===== config.mk =====
export PLATFORM = sky130hd
export DESIGN_NAME = axi_read_arbiter_flat
export DESIGN_NICKNAME = d
export VERILOG_FILES = /design/src/rtl/axi_read_arbiter_if.sv /design/src/rtl/axi_read_arbiter.sv /design/src/flat_wrapper.sv
export SDC_FILE = /design/constraint.sdc
export NUM_CORES = 1
export LEC_CHECK = 0
export ABC_CLOCK_PERIOD_IN_PS = 1410
export CAP_MARGIN = 30
export CORE_MARGIN = 4
export CORE_UTILIZATION = 26
export DETAILED_ROUTE_END_ITERATION = 10
export PLACE_DENSITY = 0.82
export SYNTH_ARGS = -nofsm -noshare
export SYNTH_HDL_FRONTEND = slang
export SYNTH_SLANG_ARGS = --single-unit

===== constraint.sdc =====
create_clock -name ACLK -period 1.41 [get_ports ACLK]
set_clock_uncertainty 0.1 [all_clocks]
set_input_delay 0.282 -clock ACLK [delete_from_list [all_inputs] [get_ports ACLK]]
set_output_delay 0.282 -clock ACLK [all_outputs]
set_load 0.02 [all_outputs]

===== src/rtl/axi_read_arbiter_if.sv =====
// axi_read_arbiter_if
//   Bundles the AR/R handshake signals seen by the AXI read-channel
//   arbiter. Signal names match the original flat port list so that
//   surrounding interconnect code can bind to them unchanged.
//
//   Parameters: MasterCount, SlaveCount, AddrWidth (AddrWidth >= 32,
//   the slave region is taken from address bits [31:16]).
//
//   modport slave  : arbiter view (requests in, selects/readies out)
//   modport master : fabric/environment view (the mirror image)
interface axi_read_arbiter_if #(
    parameter int MasterCount = 2,
    parameter int SlaveCount  = 6,
    parameter int AddrWidth   = 32
);
    logic [MasterCount-1:0]           ARVALID_M;
    logic [MasterCount*AddrWidth-1:0] ARADDR_M;
    logic [MasterCount-1:0]           ARREADY_M;
    logic [SlaveCount-1:0]            ARVALID_S;
    logic [AddrWidth-1:0]             ARADDR_S;
    logic [SlaveCount-1:0]            ARREADY_S;
    logic [SlaveCount-1:0]            RVALID_S;
    logic [SlaveCount-1:0]            RLAST_S;
    logic [MasterCount-1:0]           RREADY_M;
    logic [MasterCount-1:0]           GRANT_M;
    logic [SlaveCount-1:0]            SEL_S;
    logic                             BUSY;

    modport slave (
        input  ARVALID_M, ARADDR_M, ARREADY_S, RVALID_S, RLAST_S, RREADY_M,
        output ARREADY_M, ARVALID_S, ARADDR_S, GRANT_M, SEL_S, BUSY
    );

    modport master (
        output ARVALID_M, ARADDR_M, ARREADY_S, RVALID_S, RLAST_S, RREADY_M,
        input  ARREADY_M, ARVALID_S, ARADDR_S, GRANT_M, SEL_S, BUSY
    );
endinterface


===== src/rtl/axi_read_arbiter.sv =====
// axi_read_arbiter
//   Read-channel controller for the AXI interconnect. Picks one of the
//   requesting masters on the AR channel, decodes its address into a
//   one-hot slave select and holds GRANT_M/SEL_S until the last R beat of
//   that burst has been accepted by the master.
//
//   Ports:
//     ACLK     - clock
//     ARESETn  - asynchronous active-low reset
//     bus      - axi_read_arbiter_if.slave: ARVALID_M/ARADDR_M/ARREADY_M
//                (master AR side), ARVALID_S/ARADDR_S/ARREADY_S (slave AR
//                side), RVALID_S/RLAST_S/RREADY_M (burst completion),
//                GRANT_M/SEL_S (registered mux selects), BUSY.
//
//   Address decode: slave i for addr[31:16] == i (i < SlaveCount-1),
//   anything else goes to the default slave SlaveCount-1.
//
//   Build option: define AXI_ARB_ROUND_ROBIN_EN for round-robin
//   arbitration starting at a rotating pointer; otherwise fixed priority
//   with the lowest master index winning.
module axi_read_arbiter #(
    parameter int MasterCount = 2,
    parameter int SlaveCount  = 6,
    parameter int AddrWidth   = 32
) (
    input logic               ACLK,
    input logic               ARESETn,
    axi_read_arbiter_if.slave bus
);

    localparam int IdxW = (MasterCount > 1) ? $clog2(MasterCount) : 1;
    localparam int SelW = (SlaveCount > 1) ? $clog2(SlaveCount) : 1;

    typedef enum logic [1:0] {
        IDLE,
        ADDR,
        DATA
    } state_t;

    state_t                state;
    logic [IdxW-1:0]       gidx;
    logic [AddrWidth-1:0]  addr_m [MasterCount];

    logic                  win_found;
    logic [IdxW-1:0]       win_idx;
    logic [15:0]           win_region;
    logic [SlaveCount-1:0] win_sel;
    logic [AddrWidth-1:0]  gnt_addr;
    logic                  ar_hs;
    logic                  r_done;

`ifdef AXI_ARB_ROUND_ROBIN_EN
    logic [IdxW-1:0]       ptr;
    logic [IdxW-1:0]       cand;
`endif

    // Unpack the flat address bus with constant slices.
    for (genvar m = 0; m < MasterCount; m++) begin : g_unpack
        assign addr_m[m] = bus.ARADDR_M[m*AddrWidth +: AddrWidth];
    end

    // Winner selection among the current requesters.
    always_comb begin
        win_found = 1'b0;
        win_idx   = '0;
`ifdef AXI_ARB_ROUND_ROBIN_EN
        cand      = '0;
        for (int unsigned off = 0; off < MasterCount; off++) begin
            cand = IdxW'((32'(ptr) + off) % MasterCount);
            if (!win_found && bus.ARVALID_M[cand]) begin
                win_found = 1'b1;
                win_idx   = cand;
            end
        end
`else
        for (int unsigned m = 0; m < MasterCount; m++) begin
            if (!win_found && bus.ARVALID_M[IdxW'(m)]) begin
                win_found = 1'b1;
                win_idx   = IdxW'(m);
            end
        end
`endif
    end

    // Region decode of the winner's address; default slave unless a
    // lower slave index matches exactly.
    always_comb begin
        win_region = addr_m[win_idx][31:16];
        win_sel    = '0;
        win_sel[SlaveCount-1] = 1'b1;
        for (int unsigned i = 0; i < SlaveCount - 1; i++) begin
            if (win_region == 16'(i)) begin
                win_sel = '0;
                win_sel[SelW'(i)] = 1'b1;
            end
        end
    end

    assign gnt_addr = addr_m[gidx];
    assign ar_hs    = bus.ARVALID_M[gidx] & (|(bus.ARREADY_S & bus.SEL_S));
    assign r_done   = (|(bus.RVALID_S & bus.RLAST_S & bus.SEL_S)) & bus.RREADY_M[gidx];

    // AR-side outputs stay combinational: ARREADY_M must follow ARREADY_S
    // in the same cycle, so only the select/grant state is registered.
    always_comb begin
        bus.ARVALID_S = '0;
        bus.ARREADY_M = '0;
        bus.ARADDR_S  = '0;
        if (state == ADDR) begin
            bus.ARVALID_S       = bus.SEL_S & {SlaveCount{bus.ARVALID_M[gidx]}};
            bus.ARREADY_M[gidx] = |(bus.ARREADY_S & bus.SEL_S);
            bus.ARADDR_S        = gnt_addr;
        end
    end

    always_ff @(posedge ACLK or negedge ARESETn) begin
        if (!ARESETn) begin
            state       <= IDLE;
            gidx        <= '0;
            bus.GRANT_M <= '0;
            bus.SEL_S   <= '0;
            bus.BUSY    <= 1'b0;
`ifdef AXI_ARB_ROUND_ROBIN_EN
            ptr         <= '0;
`endif
        end else begin
            unique case (state)
                IDLE: begin
                    if (win_found) begin
                        state       <= ADDR;
                        gidx        <= win_idx;
                        bus.GRANT_M <= MasterCount'(1) << win_idx;
                        bus.SEL_S   <= win_sel;
                        bus.BUSY    <= 1'b1;
                    end
                end
                ADDR: begin
                    // A granted master dropping ARVALID simply keeps us here.
                    if (ar_hs) begin
                        state <= DATA;
                    end
                end
                DATA: begin
                    if (r_done) begin
                        state       <= IDLE;
                        bus.GRANT_M <= '0;
                        bus.SEL_S   <= '0;
                        bus.BUSY    <= 1'b0;
`ifdef AXI_ARB_ROUND_ROBIN_EN
                        ptr         <= (gidx == IdxW'(MasterCount - 1)) ? '0 : gidx + 1'b1;
`endif
                    end
                end
                default: begin
                    state <= IDLE;
                end
            endcase
        end
    end

endmodule

===== src/flat_wrapper.sv =====
// flat-port wrapper written by rule: the top's interface ports become plain ports
module axi_read_arbiter_flat 
#(
    parameter int MasterCount = 2,
    parameter int SlaveCount  = 6,
    parameter int AddrWidth   = 32
)
  (ACLK, ARESETn, bus_ARVALID_M, bus_ARADDR_M, bus_ARREADY_S, bus_RVALID_S, bus_RLAST_S, bus_RREADY_M, bus_ARREADY_M, bus_ARVALID_S, bus_ARADDR_S, bus_GRANT_M, bus_SEL_S, bus_BUSY);
  axi_read_arbiter_if #(.MasterCount(MasterCount), .SlaveCount(SlaveCount), .AddrWidth(AddrWidth)) bus_i ();
  input logic ACLK;
  input logic ARESETn;
  input wire logic [$bits(bus_i.ARVALID_M)-1:0] bus_ARVALID_M;
  input wire logic [$bits(bus_i.ARADDR_M)-1:0] bus_ARADDR_M;
  input wire logic [$bits(bus_i.ARREADY_S)-1:0] bus_ARREADY_S;
  input wire logic [$bits(bus_i.RVALID_S)-1:0] bus_RVALID_S;
  input wire logic [$bits(bus_i.RLAST_S)-1:0] bus_RLAST_S;
  input wire logic [$bits(bus_i.RREADY_M)-1:0] bus_RREADY_M;
  output wire logic [$bits(bus_i.ARREADY_M)-1:0] bus_ARREADY_M;
  output wire logic [$bits(bus_i.ARVALID_S)-1:0] bus_ARVALID_S;
  output wire logic [$bits(bus_i.ARADDR_S)-1:0] bus_ARADDR_S;
  output wire logic [$bits(bus_i.GRANT_M)-1:0] bus_GRANT_M;
  output wire logic [$bits(bus_i.SEL_S)-1:0] bus_SEL_S;
  output wire logic [$bits(bus_i.BUSY)-1:0] bus_BUSY;
  assign bus_i.ARVALID_M = bus_ARVALID_M;
  assign bus_i.ARADDR_M = bus_ARADDR_M;
  assign bus_i.ARREADY_S = bus_ARREADY_S;
  assign bus_i.RVALID_S = bus_RVALID_S;
  assign bus_i.RLAST_S = bus_RLAST_S;
  assign bus_i.RREADY_M = bus_RREADY_M;
  assign bus_ARREADY_M = bus_i.ARREADY_M;
  assign bus_ARVALID_S = bus_i.ARVALID_S;
  assign bus_ARADDR_S = bus_i.ARADDR_S;
  assign bus_GRANT_M = bus_i.GRANT_M;
  assign bus_SEL_S = bus_i.SEL_S;
  assign bus_BUSY = bus_i.BUSY;
  axi_read_arbiter #(.MasterCount(MasterCount), .SlaveCount(SlaveCount), .AddrWidth(AddrWidth)) u_core (.ACLK(ACLK), .ARESETn(ARESETn), .bus(bus_i));
endmodule

Word-level counts from Yosys, hierarchy flattened. Cells that the tools add are included. Widths: inputs -> output; s select.

Output and inout bits: 49. Bits of input ports: 88. Register bits after elaboration: 12.

Shifts and indexed selects: 1. Muxes and demuxes: 35. Reductions and logical operators: 11. Bitwise gates (word level): 9. Eq/ne operators: 9. Magnitude comparators: 4.

Operators with widths (number): $mux 32 (7); $mux 6 (8); $eq 16x2->1 const B (2); $and 6x6->6 (4); $eq 16x1->1 const B (1); $eq 16x3->1 const B (1); $logic_not 16->1 (1); $pmux 6 s2 (1); $reduce_or 6->1 (2); $mux 1 (10); $mux 2 (5); $ne 2x1->1 const B (3); $pmux 2 s3 (1); $reduce_and 3->1 (2); $ge 2x2->1 const B (2); $not 1->2 (2); $pmux 2 s2 (1); $and 1x1->1 (2); $and 2x2->2 (1); $eq 2x1->1 const B (1); $eq 2x2->1 const B (1); $logic_and 1x1->1 (2); $logic_not 2->1 (1); $lt 1x2->1 const B (1); 7 further kinds (7).

Logic depth before layout (Yosys ltp). Gate-level depths: netlist of the first run.

Depth in word-level cells: 16. Mapped depth: 6. Mapped depth without buffers: 5.

Worst setup path before layout of the first run. Ideal clock, no wire load.

Kind: register to output. Start: register u_core.bus.SEL_S[3]. End: output bus_ARREADY_M[0]. Stages on the path, launching flop included: 6. Data arrival time: 1315 ps. Required time: 1028 ps. Path slack: -287 ps. Path buffers: 0. Cells stage by stage: dfrtp_1 a22oi_1 nand2_1 a221oi_1 or2_2 nor2_1.

Longest elaborated chain between the ends: 4.

RTL lines: start: declaration (line axi_read_arbiter_if.sv:31) `output ARREADY_M, ARVALID_S, ARADDR_S, GRANT_M, SEL_S, BUSY`; start signal: assignment (line axi_read_arbiter.sv:133) `bus.SEL_S <= win_sel;`; $and 6x6->6 (line axi_read_arbiter.sv:111) `bus.ARREADY_M[gidx] = |(bus.ARREADY_S & bus.SEL_S);`; $reduce_or 6->1 (line axi_read_arbiter.sv:111); $and 2x2->2 (no line); $mux 2 (line axi_read_arbiter.sv:109) `if (state == ADDR) begin`; end: declaration (line flat_wrapper.sv:18) `output wire logic [$bits(bus_i.ARREADY_M)-1:0] bus_ARREADY_M;`.

No other way between the ends.

Worst setup path after layout of the first run.
Start: input bus_ARREADY_S[2]. End: output bus_ARREADY_M[0].

Longest elaborated chain between the ends: 4.

RTL lines: start: declaration (line flat_wrapper.sv:14) `input wire logic [$bits(bus_i.ARREADY_S)-1:0] bus_ARREADY_S;`; $and 6x6->6 (line axi_read_arbiter.sv:111); $reduce_or 6->1 (line axi_read_arbiter.sv:111); $and 2x2->2 (no line); $mux 2 (line axi_read_arbiter.sv:109).

No other way between the ends.

==> results of run 1 <==
report_power, final:
| part | switching (mW) | internal (mW) |
|---|---|---|
| combinational | 3.09 | 3.55 |
| clock | 0.157 | 0.248 |
| sequential | 0.0884 | 0.440 |
| total | 3.33 | 4.24 |
sequential cells by signal, indices dropped and copies added (netlist names):
name and count:
u_core.state 2, u_core.bus.GRANT_M 2, u_core.bus.SEL_S 6, u_core.gidx 1, u_core.bus.BUSY 1
metrics by stage:
stage	TNS (ns)	std cells	util [%]	instance area [µm²]	power, mW
finish	-18.56	414	87.7	4200	7.57
global route	-20.56	414	87.7	4200	7.87
CTS	-20.09	415	83.7	4000	7.45
detailed placement	-31.08	397	69.2	3310	5.22
global placement	-29.99	397	69.2	3310	5.16
floorplan	-1.82	161	-	1590	3.25
critical path: cells and delay by family:
family / cells / cell delay, ns
buffers and inverters: 2 / 0.53
AOI/OAI and AO/OA: 2 / 0.40
and+or+nand+nor: 3 / 0.32
cell families (layout without fill, tap and decap cells):
family / count (synthesis) / after routing
AOI/OAI and AO/OA: 27 / 27
buffers and inverters: 11 / 197
DFF: 12 / 12
muxes: 37 / 37
and+or+nand+nor: 74 / 74
final timing paths:
| path | start | endpoint | slack (ns) | cells after the start |
|---|---|---|---|---|
| worst min-delay path | ARESETn | u_core.bus.GRANT_M[0] | 0.24 | 2 |
| min in group ACLK | u_core.bus.BUSY | u_core.bus.BUSY | 0.42 | 2 |
| max in group asynchronous | ARESETn | u_core.bus.SEL_S[4] | 0.79 | 2 |
| worst max-delay path | bus_ARREADY_S[2] | bus_ARREADY_M[0] | -0.51 | 7 |
| worst max register to register | u_core.gidx | u_core.bus.SEL_S[3] | -0.34 | 6 |
| worst min register to register | u_core.bus.BUSY | u_core.bus.BUSY | 0.42 | 2 |
metal layers:
layer,share of wire [%],vias up,routed length [µm]
met1,34,1004,2850
met2,54,113,4500
met5,0,-,0
met4,2.8,0,232
li1,-,973,-
met3,8.8,19,732
cell type report:
type                            instances  area, µm²
Timing Repair Buffer                  190       2010
Inverter                                3       11.3
Tap cell                               67       83.8
Fill cell                             225        588
Multi-Input combinational cell        138       1730
Clock buffer                            4       55.1
Sequential cell                        12        309
what timing repair did:
| action | 4_1_cts | 5_1_grt |
|---|---|---|
| cloned | 4 | 0 |
| pin swaps | 14 | 26 |
| endpoints found under the hold margin | 0 | 0 |
| resized for setup | 336 | 61 |
| buffers inserted | 12 | 1 |
| endpoints found under the setup margin | 59 | 51 |
synth_stat cells, drive strengths merged, types with 4 or more instances:
library cell,number,area [µm²]
nor2,42,158
mux2i,37,383
dfrtp,12,300
a22o,7,61.3
and2,6,37.5
nor3,6,30.0
a31oi,5,31.3
buf,5,31.3
nand2,5,21.3
nor4,5,31.3
a21oi,4,23.8
and3,4,25.0
==> results, run 1 <==
- Timing analysis after detailed placement gives a worst setup slack of -0.975 ns.
- The transition time at the pin with the least slew margin is 0.340 ns.
- The floorplan step set the die height to 78.7 µm.
- The number of different library cells used by synthesis comes to 31.
- The total grt overflow is 0.
- The number of antenna violations at the first check in global routing came to 0.
- The initialized floorplan defines 25 standard-cell rows.
- Once the floorplan was initialized, standard cells occupied 27.2% of the core.
- The global routing usage on met1 is about 26%.
- VDD sags by at most between 1000 and 1500 µV.
- After technology mapping, the gate count stands at around 160.
- In the global route stage, met3 resource usage came out at 6.58%.
- STA puts the critical path data required time at 1.03 ns.
- After detailed routing, the number of vias per cell comes to 5.09.
- The run finished, with violations left.
- The critical path arrival is between 1.5 and 2 ns.
- Summing the areas of all and, or, nand and nor instances in the mapped netlist gives 26.4% of the synthesized area.
- The pre-antenna-repair detailed-routing pass consisted of 4 iterations.
- The synthesized cell area is about 0.0013 mm².
- The repair_antennas step left the layout with diodes totalling 0.
- The top-level port count is 137.
- The synthesized netlist devotes 0% of its cell area to adder and majority cells.
- The worst setup path is launched from a primary input.
- The slowest cell on the critical path is sky130_fd_sc_hd__clkdlybuf4s50_1.
- The count of buffers added on input and output ports is 136.
- Once routing completed, OpenROAD measured the worst setup slack at -0.510 ns.
- The leakage power of the design is 1.75 nW.
- The die covers 0.00620 mm².
- After detailed routing, the number of remaining DRC violations is 0.
- TritonCTS built the clock tree.
- Clock latency on the worst-skew pair, taken at its later pin, is 0.25 ns.
- Global routing consumed, over all layers together, 24.5% of the routing resources.
- Cells with a size suffix above 1 make up approximately 61% of the layout.
- In the layout the commonest cells are 67 x sky130_fd_sc_hd__clkdlybuf4s50_1, 44 x sky130_fd_sc_hd__buf_6, 37 x sky130_fd_sc_hd__buf_4.
- In the synthesized netlist the dominant register cell turns out to be sky130_fd_sc_hd__dfrtp_1.
- The number of pins with negative max-slew slack in the final report is 0.
- CTS built an H-tree with a depth of 1.
- The count of max-cap constraint violations is 0.
- The area fraction in compound gates after synthesis is 16.9%.
- The global routing stage identified its most utilized layer as met2.
- The via count of the first global-routing pass is 2332.
- Counting the buffers created by CTS gives 3.
- Along the worst path, the maximum fanout reaches 3.
- The synthesized-area fraction occupied by xor and xnor cells is 0%.
- The type of the worst min-delay path is in -> async.
- The maximum achievable frequency is 0.521 GHz.
- The final reports fail on setup timing.
- In the final routed layout, each cell accounts on average for 20.1 µm.
- Setup repair after global routing could not meet its margin everywhere.
- After layout, the worst path uses 136% of the clock period.
- The tightest slew margin relative to the limit is 77.3%.
- The critical path is of the in -> out type.
- The largest net degree at the start of global routing is 13.
- The cell sitting at the root of the clock tree is a sky130_fd_sc_hd__clkbuf_8.
- CTS saw 12 sinks.
- The critical path goes through clkdlybuf4s50_1 -> a22oi_1 -> nand2_1 -> a221oi_2 -> or2_4 -> nor2_2 -> buf_6.
- The congestion estimate from routability-driven global placement came to 0.790.
- The delay contributed by the slowest stage of the critical path is between 0.4 and 0.5 ns.
- Global routing used 48.1% of the available met2 tracks.
- The remaining number of nets flagged by the antenna check after routing is 0.
- The chip width is 78.7 µm.
- The maximum buffer depth of the clock tree is 2.
- The placeable core region is 0.00479 mm².
- The detailed-placement wirelength estimate is 5290 µm.
- By area, the combinational part of the netlist is dominated by multiplexers.
- The net count after synthesis is about 250.
- The relative area change from synthesis to final layout is 223%.
- The via count is between 2000 and 2500.
- Summed over all layers, the routed wires come to around 8300 µm.
- The number of synthesized flops with an enable pin is 0.
- The post-synthesis register bit count is 12.
- The number of warnings issued by yosys is 0.
- The violation count after the first detailed-routing iteration is 52.
- The worst setup path is captured at an output port.
- The first-pass GRT wire length is 11900 µm.
- In this run the mean area of a mapped cell was 8.07 µm².
- The worst path in the final design needs a cycle of 1.92 ns, including I/O delays and setup.
- The hold violation total from the final report was 0.
- For this design, the CTS-stage hold fixing added 0 buffers.
- Leaving out fill and tap cells, the most frequent cell in the layout is sky130_fd_sc_hd__clkdlybuf4s50_1.
- The fraction of registers with async set or reset after synthesis is 100%.
- The post-route worst hold slack is 0.238 ns.
- The clock-pin slew of the registers on the worst-case setup and hold paths is 0.06 ns.
- Of the synthesized area, sequential elements account for 23.1%.
- The final layout contains 436 nets.
- The power per cell area is 1800 mW/mm².
- Setup violations remaining at the end of the flow were counted as 51.
- The proportion of synthesized area in mux cells is between 20% and 30%.
Note: power is estimated with default switching activity, not from simulation.
==> run 2: changes to the inputs <==
--- a/config.mk
+++ b/config.mk
@@ -5,10 +5,11 @@
 export SDC_FILE = /design/constraint.sdc
 export NUM_CORES = 1
 export LEC_CHECK = 0
+export ABC_AREA = 1
 export ABC_CLOCK_PERIOD_IN_PS = 1410
 export CAP_MARGIN = 30
 export CORE_MARGIN = 4
-export CORE_UTILIZATION = 26
+export CORE_UTILIZATION = 27
 export DETAILED_ROUTE_END_ITERATION = 10
 export PLACE_DENSITY = 0.82
 export SYNTH_ARGS = -nofsm -noshare
==> results, run 2 <==
- The critical path capture point type is an output port.
- The global-route met2 utilization is 46.7% (-1.4 points).
- The cell chosen for the clock root is sky130_fd_sc_hd__clkbuf_8.
- In the final layout, the registers with the most flip-flops are u_core.bus.SEL_S: 6 flops, u_core.bus.GRANT_M: 2 flops, u_core.state: 2 flops.
- The top cell type's share of synthesized area is 25.8% (-1.9 points).
- The area of the multi-input gates is 0.00172 mm² (-0.80%).
- The proportion of layout cells with a drive suffix above 1 is 61.9% (+1.1 points).
- The top-level port count is 137 (unchanged).
- The instance count of the mapped netlist is 256 (+59%).
- The total routing usage reported by global routing was 24.2% (-0.28 points).
- The routability congestion estimate from global placement is 0.813 (+2.9%).
- The largest net degree at the start of global routing is 13 (unchanged).
- The most common library cell in the layout ignoring fill and taps is sky130_fd_sc_hd__clkdlybuf4s50_1.
- The synthesized cell area was 0.00141 mm² (+8.5%).
- The top cell types in the final layout, fill and taps aside, are 64 x sky130_fd_sc_hd__clkdlybuf4s50_1, 55 x sky130_fd_sc_hd__buf_6, 46 x sky130_fd_sc_hd__nand2_2.
- The largest total area in the synthesized netlist belongs to sky130_fd_sc_hd__nand2_1.
- The chip width was 80.3 µm (+2.0%).
- The number of hold-repair buffers added at the cts stage is 0 (unchanged).
- The leakage power of the design is 1.94 nW (+10%).
- The number of buffers added on ports is 136 (unchanged).
- The number of distinct standard cells referenced by the synthesized netlist is 23 (-26%).
- The clock-pin slew of the registers on the worst-case setup and hold paths came to 0.07 ns (about the same).
- The via count of the first global-routing pass is 2653 (+14%).
- The final number of setup-violating endpoints is 52 (+2.0%).
- The peak fanout along the critical path is 7 (+4).
- The number of antenna violations at the first check in global routing is 0 (unchanged).
- The number of buffers created by CTS came to 3 (unchanged).
- The insertion delay to the later sink of the worst-skew pair is 0.26 ns (about the same).
- The signal on the critical path passes through nor2_4 -> buf_6 -> nand2_8 -> o22ai_4 -> buf_6.
- The total grt overflow came to 0 (unchanged).
- The most used routing layer is met2.
- The final antenna diode count came to 0 (unchanged).
- The detailed-placement wirelength estimate is 5700 µm (+7.7%).
- Broken down by cell family, the worst path's largest delay share belongs to flip-flops.
- The final critical-path required period is 1.86 ns (-0.0556 ns).
- The global routing usage on met1 is 25.8% (+0.21 points).
- The number of flip-flops in the largest register is 6 (unchanged).
- The total power is 7.43 mW (-1.8%).
- The die area is 0.00644 mm² (+4.0%).
- The transition time at the pin with the least slew margin is 0.239 ns (-0.101 ns).
- The placeable core region is 0.00507 mm² (+6.0%).
- The maximum buffer depth of the clock tree is 2 (unchanged).
- The met3 track utilization from global routing is 5.94% (-0.63 points).
- The filler cell count in the final layout is 273 (+21%).
- The power per cell area was 1680 mW/mm² (-6.6%).
- By startpoint and endpoint, the worst setup path is classified as reg -> out.
- The number of placement rows is 26 (+4.0%).
- The relative area change from synthesis to final layout is 213%.
- The number of pins with negative max-slew slack in the final report is 0 (unchanged).
- The delay contributed by the slowest stage of the critical path came to 0.43 ns (+0.02 ns).
- The initial core utilization is 27.8% (+0.62 points).
- The remaining number of nets flagged by the antenna check after routing was 0 (unchanged).
- sky130_fd_sc_hd__nand2_1 is the most common cell in the netlist.
- The final reports fail on setup timing.
- The slowest stage of the critical path is the sky130_fd_sc_hd__dfrtp_1 cell.
- The via count is 2656 (+26%).
- The final routed DRC violation total is 0 (unchanged).
- The flow ran to the end, but the final reports show violations.
- The average wire length per cell after detail routing came to 18.2 µm (-9.1%).
- The cell occurring most often along the worst timing path is sky130_fd_sc_hd__buf_6.
- The largest vdd supply drop is 1100 µV (-14%).
- The leading register cell type out of synthesis is sky130_fd_sc_hd__dfrtp_1.
- The total length of routed wires came to 9650 µm (+16%).
- Ranked by flip-flop count, first place goes to u_core.bus.SEL_S.
- The die height is 80.3 µm (+2.0%).
- The first-pass iteration count of the detailed router came to 4 (unchanged).
- The total buffers and inverters traversed by the critical path is 2 (unchanged).
- The clock tree from TritonCTS is done.
- The required time at the worst-slack endpoint is 1.03 ns (about the same).
- The net count after synthesis is 344 (+38%).
- The post-route worst hold slack was 0.250 ns (+0.0121 ns).
- The first-pass GRT wire length came to 12400 µm (+4.0%).
- The tightest min-delay check is of the in -> async type.
- The critical path arrival is 1.48 ns (-0.06 ns).
- The number of warnings issued by yosys is 0 (unchanged).
- The count of max-cap constraint violations is 0 (unchanged).
- The tightest slew margin relative to the limit is 83.9% (+6.6 points).
- The violation count after the first detailed-routing iteration is 158 (+200%).
- The post-synthesis register bit count came to 12 (unchanged).
- Counting instances in the post-synthesis netlist gives the leading cell types as 97 x sky130_fd_sc_hd__nand2_1, 28 x sky130_fd_sc_hd__a21oi_1, 26 x sky130_fd_sc_hd__nor2_1.
- The number of synthesized flops with an enable pin was 0 (unchanged).
- The fraction of registers with async set or reset after synthesis is 100% (unchanged).
- The maximum achievable frequency is 0.536 GHz (+3.0%).
- The total number of nets in the final design is 548 (+26%).
- The sequential cell area is 305 µm² (-1.2%).
- The final worst-path cycle share is 132% (-3.9 points).
- The register area share after synthesis is 21.3% (-1.8 points).
- The hold violation total from the final report was 0 (unchanged).
- The worst setup path is launched from a flip-flop.
- The ratio of routed vias to standard cells is 5.02 (-1.4%).
- In the post-synthesis netlist, the biggest area contributors are sky130_fd_sc_hd__nand2_1 26%, sky130_fd_sc_hd__dfrtp_1 21%, sky130_fd_sc_hd__a21oi_1 9.9%.
- The mean instance size in the synthesized netlist is 5.51 µm² (-32%).
- The number of H-tree branching levels came to 1 (unchanged).
- Setup repair after global routing could not meet its margin everywhere.
- The setup slack after layout came to -0.455 ns (+0.0556 ns).
- The number of clock sinks seen by CTS was 12 (unchanged).
-- run 2: cell count changes in the layout (fill, tap and decap cells not counted), sizes merged, moves of 8 or more --
cell / previous run / this run
buf: 100 / 115
o22ai: 0 / 8
nor2: 42 / 29
a21oi: 4 / 29
mux2i: 37 / 0
nand3: 0 / 19
inv: 3 / 31
dlygate4sd2: 7 / 26
nand2: 5 / 108
dlymetal6s2s: 15 / 0
-- run 2: metal layers --
layer / up-vias / part of all wire [%]
met5: - / 0
met3: 24 / 7.5
met4: 0 / 2.5
li1: 1223 / -
met1: 1275 / 36
met2: 134 / 54
-- run 2: final timing paths --
path                                             from                     to  slack [ns]  depth (start not counted)
worst max-delay path                  u_core.state[1]       bus_ARADDR_S[28]       -0.45                          5
worst min-delay path                          ARESETn    u_core.bus.SEL_S[3]        0.25                          2
worst max register to register            u_core.gidx    u_core.bus.SEL_S[0]       -0.27                         11
worst min register to register  u_core.bus.GRANT_M[1]  u_core.bus.GRANT_M[1]        0.43                          2
max in group asynchronous                     ARESETn    u_core.bus.SEL_S[2]        0.77                          2
min in group ACLK               u_core.bus.GRANT_M[1]  u_core.bus.GRANT_M[1]        0.43                          2
-- run 2: cells by family after synthesis --
| kind of cell | Yosys count | share of synthesized area [%] |
|---|---|---|
| DFF | 12 | 21.3 |
| buffers and inverters | 39 | 10.6 |
| and+or+nand+nor | 161 | 51.0 |
| AOI/OAI and AO/OA | 44 | 17.0 |
-- run 2: timing repair --
item                                    CTS  global route
buffers inserted                         19             3
resized for setup                       360            71
gates cloned                              4             1
endpoints found under the setup margin   61            51
pin swaps                                23            19
-- run 2: final cells by class --
type | instances | share of cell area [%]
clock buffer | 4 | 1.25
inverter | 31 | 2.92
multi-input combinational | 205 | 38.9
sequential | 12 | 6.91
tap | 70 | 1.98
timing repair buffer | 207 | 48.1
-- run 2: stage by stage --
step	setup WS [ns]	instances	instance area, µm²	TNS (ns)	util, %
after floorplan	-0.0314	256	1870	-0.422	-
after global placement	-0.938	499	3590	-33.37	70.7
after detailed placement	-1.01	499	3590	-34.61	70.7
after CTS	-0.374	526	4150	-14.05	81.8
after global routing	-0.488	529	4420	-20.55	87.0
final	-0.455	529	4420	-18.51	87.0
-- run 2: where the power goes --
| group | internal [mW] | switching, mW |
|---|---|---|
| sequential | 0.443 | 0.101 |
| clock | 0.248 | 0.157 |
| combinational | 3.07 | 3.41 |
==> run 3: changes to the inputs <==
--- a/config.mk
+++ b/config.mk
@@ -7,7 +7,7 @@
 export LEC_CHECK = 0
 export ABC_AREA = 1
 export ABC_CLOCK_PERIOD_IN_PS = 1410
-export CAP_MARGIN = 30
+export CAP_MARGIN = 20
 export CORE_MARGIN = 4
 export CORE_UTILIZATION = 27
 export DETAILED_ROUTE_END_ITERATION = 10
==> results of run 3 <==
Same layout as run 2: the final DEF is identical, and so are final timing and power.
==> edit (config.mk and constraints of run 2) <==
`MasterCount` is set to 2 in 3 places; all go to 4.
--- a/src/rtl/axi_read_arbiter_if.sv
+++ b/src/rtl/axi_read_arbiter_if.sv
@@ -9,7 +9,7 @@
 //   modport slave  : arbiter view (requests in, selects/readies out)
 //   modport master : fabric/environment view (the mirror image)
 interface axi_read_arbiter_if #(
-    parameter int MasterCount = 2,
+    parameter int MasterCount = 4,
     parameter int SlaveCount  = 6,
     parameter int AddrWidth   = 32
 );
--- a/src/rtl/axi_read_arbiter.sv
+++ b/src/rtl/axi_read_arbiter.sv
@@ -19,7 +19,7 @@
 //   arbitration starting at a rotating pointer; otherwise fixed priority
 //   with the lowest master index winning.
 module axi_read_arbiter #(
-    parameter int MasterCount = 2,
+    parameter int MasterCount = 4,
     parameter int SlaveCount  = 6,
     parameter int AddrWidth   = 32
 ) (
--- a/src/flat_wrapper.sv
+++ b/src/flat_wrapper.sv
@@ -1,7 +1,7 @@
 // flat-port wrapper written by rule: the top's interface ports become plain ports
 module axi_read_arbiter_flat 
 #(
-    parameter int MasterCount = 2,
+    parameter int MasterCount = 4,
     parameter int SlaveCount  = 6,
     parameter int AddrWidth   = 32
 )
Ports: changed (5 resized); port bits go from 137 to 209. No check against the original RTL was run, so the function may have changed too.
==> edit against run 2 <==
- the flow still finishes with violations (negative setup slack)
- cell area grew 57%
- register-to-register slack worse by 0.30 ns
- sequential share of layout area down 1.4 points
- synthesized area grew 60%
- fmax decreased by 17%
- non-clock buffer count is 124 higher
- die area up 54%
- worst setup slack worse by 0.37 ns
- wire length is 92% higher
- sequential cell count rose by 3
- critical path type unchanged
- critical endpoint is now bus_ARVALID_S[2]
- largest cell class unchanged
Power is left out: it rests on default switching activity, and per cell area and clock period it moved more than threefold.
==> edit: results (changes against run 2) <==
metric;value;unit;change
status;finished with violations;;
violations;negative setup slack;;
setup_violations;59;;+13%
crit_fanout;6;;-1
nets;863;;+57%
yosys_warnings;0;;unchanged
clk_latency;0.26;ns;about the same
use_met2;0.6126;;+0.1457
clkTransAtPathRegs;0.07;ns;about the same
synth_area_leaders;dfrtp_1 (17%), a22oi_1 (12%), nand2_1 (12%);;
drt_iter0_markers;501;;+220%
met3_length;1504;um;+110%
grt_pass1_vias;4866;;+83%
wl_met2;9427;um;+82%
ys_types;30;;+30%
synth.net_count;544;;+58%
hpwl;11300;um;+98%
grt_pass1_wl;25130;um;+100%
post_dp_cell_area;5833;um^2;+63%
grt_max_degree;19;;+6
drt_first_pass_iters;7;;+3
num-fill-cells;396;;+45%
synth_commonest_cells;nand2_1 (70), nor2_1 (67), inv_1 (45);;
max_slew_margin;0.7801;;-0.05876
portBuffers;208;;+53%
gr-usage-met3;0.05400;;-0.005420
via_per_inst;5.840;;+16%
layout_setup_ws;-0.8270;ns;-0.3721 ns
place_congestion;0.8884;;+9.3%
met1_usage;0.3437;;+0.08530
met1_length;6260;um;+79%
cts_buffer_depth;2;;unchanged
root_buffer;clkbuf_8;;
reg.largest.list;u_core.bus.SEL_S x6, u_core.bus.GRANT_M x4;;
antenna_found_initial;1;;+1
tns;-34.90;ns;-16.39 ns
grt_use_total;0.3185;;+0.07619
seq_area_frac_synth;0.1660;;-0.04693
hold_path_class;input pin to async pin;;
drt-wirelength-per-cell;22.76;um;+25%
drive_above_1_share;0.5255;;-0.09324
[edit: cell types whose count changed after synthesis, sizes merged, moves of 3 or more]
cell | before | now
nand2 | 108 | 71
a21oi | 29 | 26
inv | 31 | 51
a221oi | 0 | 13
a22oi | 0 | 37
dfrtp | 12 | 15
nand3 | 19 | 41
o21ai | 7 | 15
clkbuf | 3 | 15
nor3 | 0 | 4
nor2 | 29 | 72
nand4 | 3 | 8
[edit: what timing repair did]
| item | CTS | global route |
|---|---|---|
| pin swaps | 53 | 35 |
| setup endpoints to repair | 68 | 58 |
| gates cloned | 6 | 2 |
| buffers inserted | 19 | 13 |
| gates resized for setup | 391 | 73 |
[edit: per-stage QoR]
stage / instances / worst slack [ns] / utilization
2_1_floorplan: 388 / -0.2389 / -
3_3_place_gp: 772 / -0.9964 / 0.7135
3_5_place_dp: 772 / -1.032 / 0.7135
4_1_cts: 800 / -0.6801 / 0.8059
5_1_grt: 812 / -0.8711 / 0.8471
6_report: 812 / -0.8270 / 0.8471
[edit: path summary, 6_finish.rpt]
kind                                                   startpoint                                end  slack (ns)  depth (start not counted)
worst min-delay path                                      ARESETn  u_core.bus.GRANT_M[0]$_DFFE_PN0P_        0.26                          2
worst max register to register         u_core.gidx[0]$_DFFE_PN0P_  u_core.bus.GRANT_M[2]$_DFFE_PN0P_       -0.57                         12
max in group asynchronous                                 ARESETn    u_core.bus.SEL_S[3]$_DFFE_PN0P_        0.73                          2
worst max-delay path                   u_core.gidx[1]$_DFFE_PN0P_                   bus_ARVALID_S[2]       -0.83                          9
min in group ACLK               u_core.bus.GRANT_M[1]$_DFFE_PN0P_  u_core.bus.GRANT_M[1]$_DFFE_PN0P_        0.39                          2
worst min register to register  u_core.bus.GRANT_M[1]$_DFFE_PN0P_  u_core.bus.GRANT_M[1]$_DFFE_PN0P_        0.39                          2
[edit: worst max-delay path, cell delays in order, from the launching register on]
cell and delay [ns]:
dfrtp_2 0.44, buf_6 0.13, nor2_4 0.11, inv_2 0.06
o22ai_2 0.18, a21oi_2 0.07, o21ai_2 0.14, clkinv_4 0.18
nor3_4 0.15, buf_6 0.14
[edit: kinds of logic (layout without fill, tap and decap cells)]
| logic type | Yosys count | count (layout) | share of synthesized area |
|---|---|---|---|
| flops | 15 | 15 | 0.1660 |
| other cells | 0 | 1 | 0 |
| compound gates | 103 | 103 | 0.3044 |
| buf+inv | 70 | 388 | 0.1245 |
| simple gates | 200 | 200 | 0.4051 |
[edit: layout make-up]
cell class	count	area share
timing repair inverter	2	0.002529
timing repair buffer	331	0.4806
clock buffer	4	0.006504
tap	105	0.01897
antenna	1	0.0003613
inverter	51	0.03324
sequential	15	0.05528
multi-input combinational	303	0.4025
